## src/rtl/spawn_scheduler.sv

```systemverilog
// spawn_scheduler: arbitrates spawn requests from three requesters (ball,
// powerup, obstacle) in round-robin order. It turns a random-source sample
// into a spawn coordinate in 0..Y_MAX and rejects a limited number of
// immediate repeats. The coordinate is offered to the winner until that
// requester acks or withdraws, and an accepted spawn is followed by a
// cooldown period.
//
// Ports:
//   clock        in   sole clock, rising edge
//   resetn       in   synchronous reset, active-high despite the name
//   req[2:0]     in   level spawn request per requester (0 ball, 1 powerup, 2 obstacle)
//   ack[2:0]     in   acceptance of the offer; only the granted bit is honoured
//   rnd_valid    in   strobe marking rnd_in as fresh
//   rnd_in[6:0]  in   raw random value
//   grant[2:0]   out  one-hot owner of the current offer, 0 when no offer
//   spawn_valid  out  high while an offer is presented
//   spawn_pos    out  offered coordinate, stable while spawn_valid is high
//   busy         out  high in every state except IDLE
module spawn_scheduler #(
  parameter int unsigned Y_MAX     = 117,
  parameter int unsigned COOLDOWN  = 16,
  parameter int unsigned RETRY_MAX = 3
) (
  input  logic       clock,
  input  logic       resetn,
  input  logic [2:0] req,
  input  logic [2:0] ack,
  input  logic       rnd_valid,
  input  logic [6:0] rnd_in,
  output logic [2:0] grant,
  output logic       spawn_valid,
  output logic [6:0] spawn_pos,
  output logic       busy
);

  localparam int unsigned POS_W   = 7;
  localparam int unsigned CNT_W   = 8;
  localparam int unsigned RETRY_W = 3;
  localparam int unsigned REQ_W   = 3;

  typedef enum logic [1:0] {
    IDLE     = 2'd0,
    WAIT_RND = 2'd1,
    OFFER    = 2'd2,
    COOL     = 2'd3
  } state_t;

  state_t             state, state_nxt;
  logic [REQ_W-1:0]   owner, owner_nxt;            // one-hot winner of current round
  logic [REQ_W-1:0]   last_owner, last_owner_nxt;  // one-hot round-robin pointer
  logic [POS_W-1:0]   last_pos, last_pos_nxt;
  logic [RETRY_W-1:0] retry, retry_nxt;
  logic [CNT_W-1:0]   cool_cnt, cool_nxt;
  logic [REQ_W-1:0]   grant_nxt;
  logic               valid_nxt;
  logic [POS_W-1:0]   pos_nxt;
  logic               busy_nxt;

  logic [REQ_W-1:0]   rr_pick;
  logic [POS_W-1:0]   mapped;
  logic               owner_req;
  logic               owner_ack;

  // Round-robin search beginning one position past the last winner.
  always_comb begin
    logic [REQ_W-1:0] cand;
    logic             found;
    rr_pick = '0;
    found   = 1'b0;
    cand    = {last_owner[REQ_W-2:0], last_owner[REQ_W-1]};
    for (int k = 0; k < int'(REQ_W); k++) begin
      if (!found && ((req & cand) != '0)) begin
        rr_pick = cand;
        found   = 1'b1;
      end
      cand = {cand[REQ_W-2:0], cand[REQ_W-1]};
    end
  end

  // Fold out-of-range samples back into 0..Y_MAX.
  always_comb begin
    if (rnd_in <= POS_W'(Y_MAX)) begin
      mapped = rnd_in;
    end else begin
      mapped = rnd_in - POS_W'(Y_MAX + 1);
    end
  end

  assign owner_req = (req & owner) != '0;
  assign owner_ack = (ack & owner) != '0;

  // Next-state and next-output logic.
  always_comb begin
    state_nxt      = state;
    owner_nxt      = owner;
    last_owner_nxt = last_owner;
    last_pos_nxt   = last_pos;
    retry_nxt      = retry;
    cool_nxt       = cool_cnt;
    grant_nxt      = grant;
    valid_nxt      = spawn_valid;
    pos_nxt        = spawn_pos;

    case (state)
      IDLE: begin
        if (req != '0) begin
          owner_nxt      = rr_pick;
          last_owner_nxt = rr_pick;
          retry_nxt      = '0;
          state_nxt      = WAIT_RND;
        end
      end

      WAIT_RND: begin
        if (!owner_req) begin
          state_nxt = IDLE;
        end else if (rnd_valid) begin
          if ((mapped == last_pos) && (retry < RETRY_W'(RETRY_MAX))) begin
            retry_nxt = retry + RETRY_W'(1);
          end else begin
            pos_nxt   = mapped;
            valid_nxt = 1'b1;
            grant_nxt = owner;
            state_nxt = OFFER;
          end
        end
      end

      OFFER: begin
        // Ack wins over a simultaneous withdrawal.
        if (owner_ack) begin
          last_pos_nxt = spawn_pos;
          valid_nxt    = 1'b0;
          grant_nxt    = '0;
          if (COOLDOWN == 0) begin
            state_nxt = IDLE;
          end else begin
            cool_nxt  = CNT_W'(COOLDOWN - 1);
            state_nxt = COOL;
          end
        end else if (!owner_req) begin
          valid_nxt = 1'b0;
          grant_nxt = '0;
          state_nxt = IDLE;
        end
      end

      COOL: begin
        if (cool_cnt == '0) begin
          state_nxt = IDLE;
        end else begin
          cool_nxt = cool_cnt - CNT_W'(1);
        end
      end

      default: state_nxt = IDLE;
    endcase

    busy_nxt = (state_nxt != IDLE);
  end

  // State and output registers; reset parks the pointer so bit0 is searched first.
  always_ff @(posedge clock) begin
    if (resetn) begin
      state       <= IDLE;
      owner       <= '0;
      last_owner  <= 3'b100;
      last_pos    <= '0;
      retry       <= '0;
      cool_cnt    <= '0;
      grant       <= '0;
      spawn_valid <= 1'b0;
      spawn_pos   <= '0;
      busy        <= 1'b0;
    end else begin
      state       <= state_nxt;
      owner       <= owner_nxt;
      last_owner  <= last_owner_nxt;
      last_pos    <= last_pos_nxt;
      retry       <= retry_nxt;
      cool_cnt    <= cool_nxt;
      grant       <= grant_nxt;
      spawn_valid <= valid_nxt;
      spawn_pos   <= pos_nxt;
      busy        <= busy_nxt;
    end
  end

endmodule

```

## config.mk

```make
export PLATFORM = sky130hd
export DESIGN_NAME = spawn_scheduler
export DESIGN_NICKNAME = d
export VERILOG_FILES = /design/src/rtl/spawn_scheduler.sv
export SDC_FILE = /design/constraint.sdc
export NUM_CORES = 1
export LEC_CHECK = 0
export BUFFER_PORTS_ARGS = -buffer_cell sky130_fd_sc_hd__buf_2
export CORE_ASPECT_RATIO = 1.1
export CORE_MARGIN = 1.5
export CORE_UTILIZATION = 35
export CTS_CLUSTER_SIZE = 25
export DETAILED_ROUTE_END_ITERATION = 12
export GPL_TIMING_DRIVEN = 0
export PLACE_DENSITY = 0.49
export SLEW_MARGIN = 15
export SYNTH_ARGS = -nofsm -noshare
export SYNTH_HDL_FRONTEND = slang
export SYNTH_SLANG_ARGS = --single-unit
```

## constraint.sdc

```tcl
create_clock -name clock -period 3.4 [get_ports clock]
set_clock_uncertainty 0.05 [all_clocks]
set_input_delay 0.68 -clock clock [delete_from_list [all_inputs] [get_ports clock]]
set_output_delay 0.68 -clock clock [all_outputs]
set_load 0.01 [all_outputs]
```

# Word-level counts from Yosys, hierarchy flattened
# Cells that the tools add are included.
# word_totals
reg_bits	38
inputBits	16
elab_cells	90
# op_classes
n_addsub	3
n_lt_le_gt_ge	2
eq_ne	12
n_mux	34
bitwise	6
n_reduce_logical	23
# op_table
op	n
$mux 3	12
$reduce_bool 3->1	6
$mux 8	2
$pmux 8 s2	1
$and 3x3->3	5
$mux 2	7
$ne 2x2->1 const B	7
$pmux 3 s2	2
$reduce_and 5->1	2
$logic_not 8->1	1
$pmux 2 s4	1
$reduce_bool 2->1	4
$sub 8x1->8 const B	1
$eq 7x7->1	1
$le 7x7->1 const B	1
$mux 1	7
$mux 7	1
$sub 7x7->7 const B	1
$eq 2x2->1 const B	2
$reduce_and 2->1	2
$reduce_and 4->1	1
$add 3x1->3 const B	1
$logic_and 1x1->1	3
$lt 3x2->1 const B	1
7 further kinds	8

# Longest topological paths before layout
# logic_depth
depth_word	9
depth_mapped	9
ltp_nobuf	8

# Worst setup path after synthesis
# No wires, ideal clock.
# synth_path
path_type	input-to-reg
startpoint	in rnd_in[1]
endpoint	reg spawn_pos[3]
setup_ns	0.121
arrival_ns	2.717
t_required_ns	3.229
path_slack_ns	0.512
stages	9
n_path_buf	1
path_cell_list	inv_1 ha_1 a211o_1 a21o_1 and3_1 o2111a_1 buf_6 a211oi_4 mux2_4
# synth_via
elab_chain_len	6
elab_cells_between_ends	7
# synth_rtl
element	line_no	source
from (decl)	29	input logic [6:0] rnd_in,
$sub 7x7->7 / $le 7x7->1 (equally long branches)	85, 82	
$mux 7 (*)	82	if (rnd_in <= POS_W'(Y_MAX)) begin
$eq 7x7->1	118	if ((mapped == last_pos) && (retry < RETRY_W'(RETRY_MAX))) begin
$logic_and 1x1->1	118	
$not 1->1 (no line)	-	
$reduce_and 4->1 (no line)	-	
to (signal assigned)	184	spawn_pos <= pos_nxt;
to (decl)	32	output logic [6:0] spawn_pos,
# Every way passes the cells marked *; elsewhere a longest branch is shown, timed or not.
# A chain may end at the register's enable or synchronous reset.

# Worst setup path after layout
# Ends and elaborated chain as after synthesis.

==> reports/metrics.yaml <==
synth_top_family_by_area: "simple AND/OR/NAND/NOR gates"
synth-main-ff-cell: "dfxtp_1"
worst-slew-pin-transition_ns: 0.684
numClockSinks: 36
cts-root-buf: "clkbuf_8"
route.detailed.drc: 0
grt_pass1_vias: 1870
antenna_cells: 0
portBuffers: 23
power_leakage_nw: 0.993
post-route-min-period_ns: 2.94
syn_area_um2: 2200
ioPinCount: 28
slew_viol_final: 0
final_hold_viol_count: 0
wl_per_cell_um: 13.8
die_w_um: 78.6
fillers: 637
ant_nets: 0
grt_usage: 0.167
synth_nets: 290
vias_per_cell: 5.26
ys_ff_latch: 36
arrival_ns: 3.07
cts_tree: "yes"
antenna_found_initial: 0
drt_wl_total_um: 5260
numCtsBuffers: 5
core_um2: 6120
synth_compound_area_frac: 0.210
pwr-share-clk: 0.345
setup_tns_ns: 0
area_growth_pct: 14.8
required_ns: 3.53
hold_class: "flip-flop to flip-flop"
maxCapViolCount: 0
yosys.cell_types.count: 55
async_flop_share: 0
intPower_mw: 0.770
post_cts_buffers: 0
yosys.area_share.xor_xnor: 0.0398
cp_max_fo: 8
grt_pass1_wl_um: 8950
cts_hold_buf: 0
status: "finished, final reports clean"
seqPwrFrac: 0.415
setup_violations: 0
place_congestion: 0.770
layout.nets: 320
setup_ws_ns: 0.459
powerDensity_nw_per_um2: 438
drive_gt1_frac: 0.163
post-place-ws_ns: 0.129
crit_type: "primary input to flip-flop"
drt_iter0_drc: 123
synth_edf_count: 0
rsz0062_at_grt: "false"
ir_worst_vdd_uv: 209
grt_max_degree: 13
ys_seq_area_frac: 0.328
die_h_um: 86.1
avgSynthCellArea_um2: 8.18
htreeDepth: 2
synth_fa_ha_area_frac: 0.0284
clock_path_buffers: 2
comb_power_share: 0.241
yosys-mux-area-fraction: 0.0546
cp-start-kind: "primary input"
initial_utilization: 0.360
ys_warn_count: 0
clock.fmax_mhz: 340
grt.overflow.total: 0
p_sw_frac: 0.304
dp_hpwl_um: 3880
clk_pin_slew_ns: 0.08
cp-end-kind: "flip-flop"
clkLatencyLatePin_ns: 0.29
die_area_um2: 6770
synthSimpleGateAreaFrac: 0.289
fin_crit_sh: 0.865
fp-row-count: 30
max_slew_margin: 0.544
synth_cells: 269
vias: 1999
dr.pass1.iters: 4
ctsResizeCount: 0
p_sw_mw: 0.337
==> per-stage QoR <==
stage | cell area (um^2) | utilization | cells | power, mW | hold WS [ns]
2_1_floorplan | 2200 | - | 269 | 0.667 | 0.387
3_3_place_gp | 2410 | 0.395 | 372 | 0.735 | 0.399
3_5_place_dp | 2410 | 0.395 | 372 | 0.735 | 0.407
4_1_cts | 2530 | 0.413 | 380 | 1.12 | 0.418
5_1_grt | 2530 | 0.413 | 380 | 1.18 | 0.430
6_report | 2530 | 0.413 | 380 | 1.11 | 0.412
==> cells in the final DEF (no fill, tap or decap), drive strengths merged, types with 3 or more instances in the layout <==
| cell type | count |
|---|---|
| nand2b | 13 |
| nor2b | 7 |
| nand2 | 28 |
| a211o | 5 |
| a21o | 4 |
| nand3b | 7 |
| nor3 | 11 |
| dfxtp | 36 |
| nor4 | 3 |
| nand4b | 3 |
| xnor2 | 4 |
| o21ai | 7 |
| nand3 | 5 |
| mux2i | 9 |
| buf | 27 |
| or2 | 3 |
| ha | 5 |
| nor2 | 19 |
| inv | 6 |
| a21oi | 25 |
| xor2 | 6 |
| a211oi | 9 |
| clkbuf | 20 |
==> power by group through the flow <==
stage	Clock, mW	Combinational, mW	Sequential (mW)
4_1_cts	0.391	0.268	0.459
3_3_place_gp	0	0.267	0.469
5_1_grt	0.411	0.301	0.462
6_report	0.381	0.266	0.459
3_5_place_dp	0	0.267	0.469
2_1_floorplan	0	0.197	0.470
==> cell families (layout without fill, tap and decap cells) <==
group	Yosys count	in the layout
AO/OA/AOI/OAI	66	66
XOR/XNOR	10	10
flip-flops	36	36
multiplexers	11	11
AND/OR/NAND/NOR	116	116
buffers and inverters	25	56
adder cells (fa/ha/maj)	5	5
==> routing by layer <==
layer,vias up,global-route usage,wire (um)
met5,-,0,0
met4,0,0.0487,59
met3,6,0.0287,122
met2,23,0.283,2530
met1,948,0.217,2550
li1,1022,-,-
==> cells in the mapped netlist, types with 2 or more instances <==
master | instances | share of area
nand2b_1 | 13 | 0.037
o211ai_1 | 2 | 0.0068
or3_1 | 2 | 0.0057
dfxtp_1 | 36 | 0.33
o21ai_0 | 6 | 0.014
clkbuf_1 | 15 | 0.026
a222oi_1 | 2 | 0.0091
buf_6 | 2 | 0.010
nor2b_1 | 7 | 0.020
a211o_1 | 3 | 0.012
a21o_2 | 3 | 0.012
nor2_1 | 19 | 0.032
nor3b_1 | 2 | 0.0068
nand3_1 | 5 | 0.011
nand4_1 | 2 | 0.0057
mux2i_1 | 9 | 0.041
nand4b_1 | 3 | 0.012
inv_1 | 6 | 0.010
a211o_2 | 2 | 0.0091
nor4bb_1 | 2 | 0.0091
xnor2_1 | 4 | 0.016
ha_1 | 5 | 0.028
a211oi_1 | 8 | 0.027
nand2_1 | 28 | 0.048
nor4_1 | 3 | 0.0085
or2_2 | 3 | 0.0085
nor3_1 | 11 | 0.025
buf_2 | 2 | 0.0046
mux2_4 | 2 | 0.014
xor2_1 | 6 | 0.024
nand3b_1 | 7 | 0.024
and3_1 | 2 | 0.0057
a21oi_1 | 25 | 0.057
==> flip-flops by register name (all words and copies together) (netlist names) <==
register     cells
spawn_valid      1
state            2
owner            3
spawn_pos        7
busy             1
cool_cnt         8
retry            3
grant            3
last_owner       1
last_pos         7
==> final cells by class <==
type,count,area (um^2),area share
timing repair buffer,23,115,0.0456
inverter,6,22.5,0.00892
buffer,19,88.8,0.0352
sequential,36,721,0.285
clock inverter,3,42.5,0.0168
tap,80,100,0.0396
multi-input combinational,208,1370,0.541
clock buffer,5,68.8,0.0272
==> worst max-delay path: stages <==
cell and delay [ns]:
buf_2 0.12, inv_1 0.06, ha_1 0.23, a211o_1 0.35, a21o_1 0.21, and3_1 0.16, o2111a_1 0.23, buf_6 0.14
a211oi_4 0.53, mux2_4 0.34
==> path summary, 6_finish.rpt <==
path | from | to | slack [ns] | cells past startpoint
worst max register to register | owner[0] | busy | 0.95 | 7
worst min register to register | spawn_valid | spawn_valid | 0.41 | 2
worst min-delay path | spawn_valid | spawn_valid | 0.41 | 2
worst max-delay path | rnd_in[1] | spawn_pos[3] | 0.46 | 10
(Power assumes the default switching activity.)
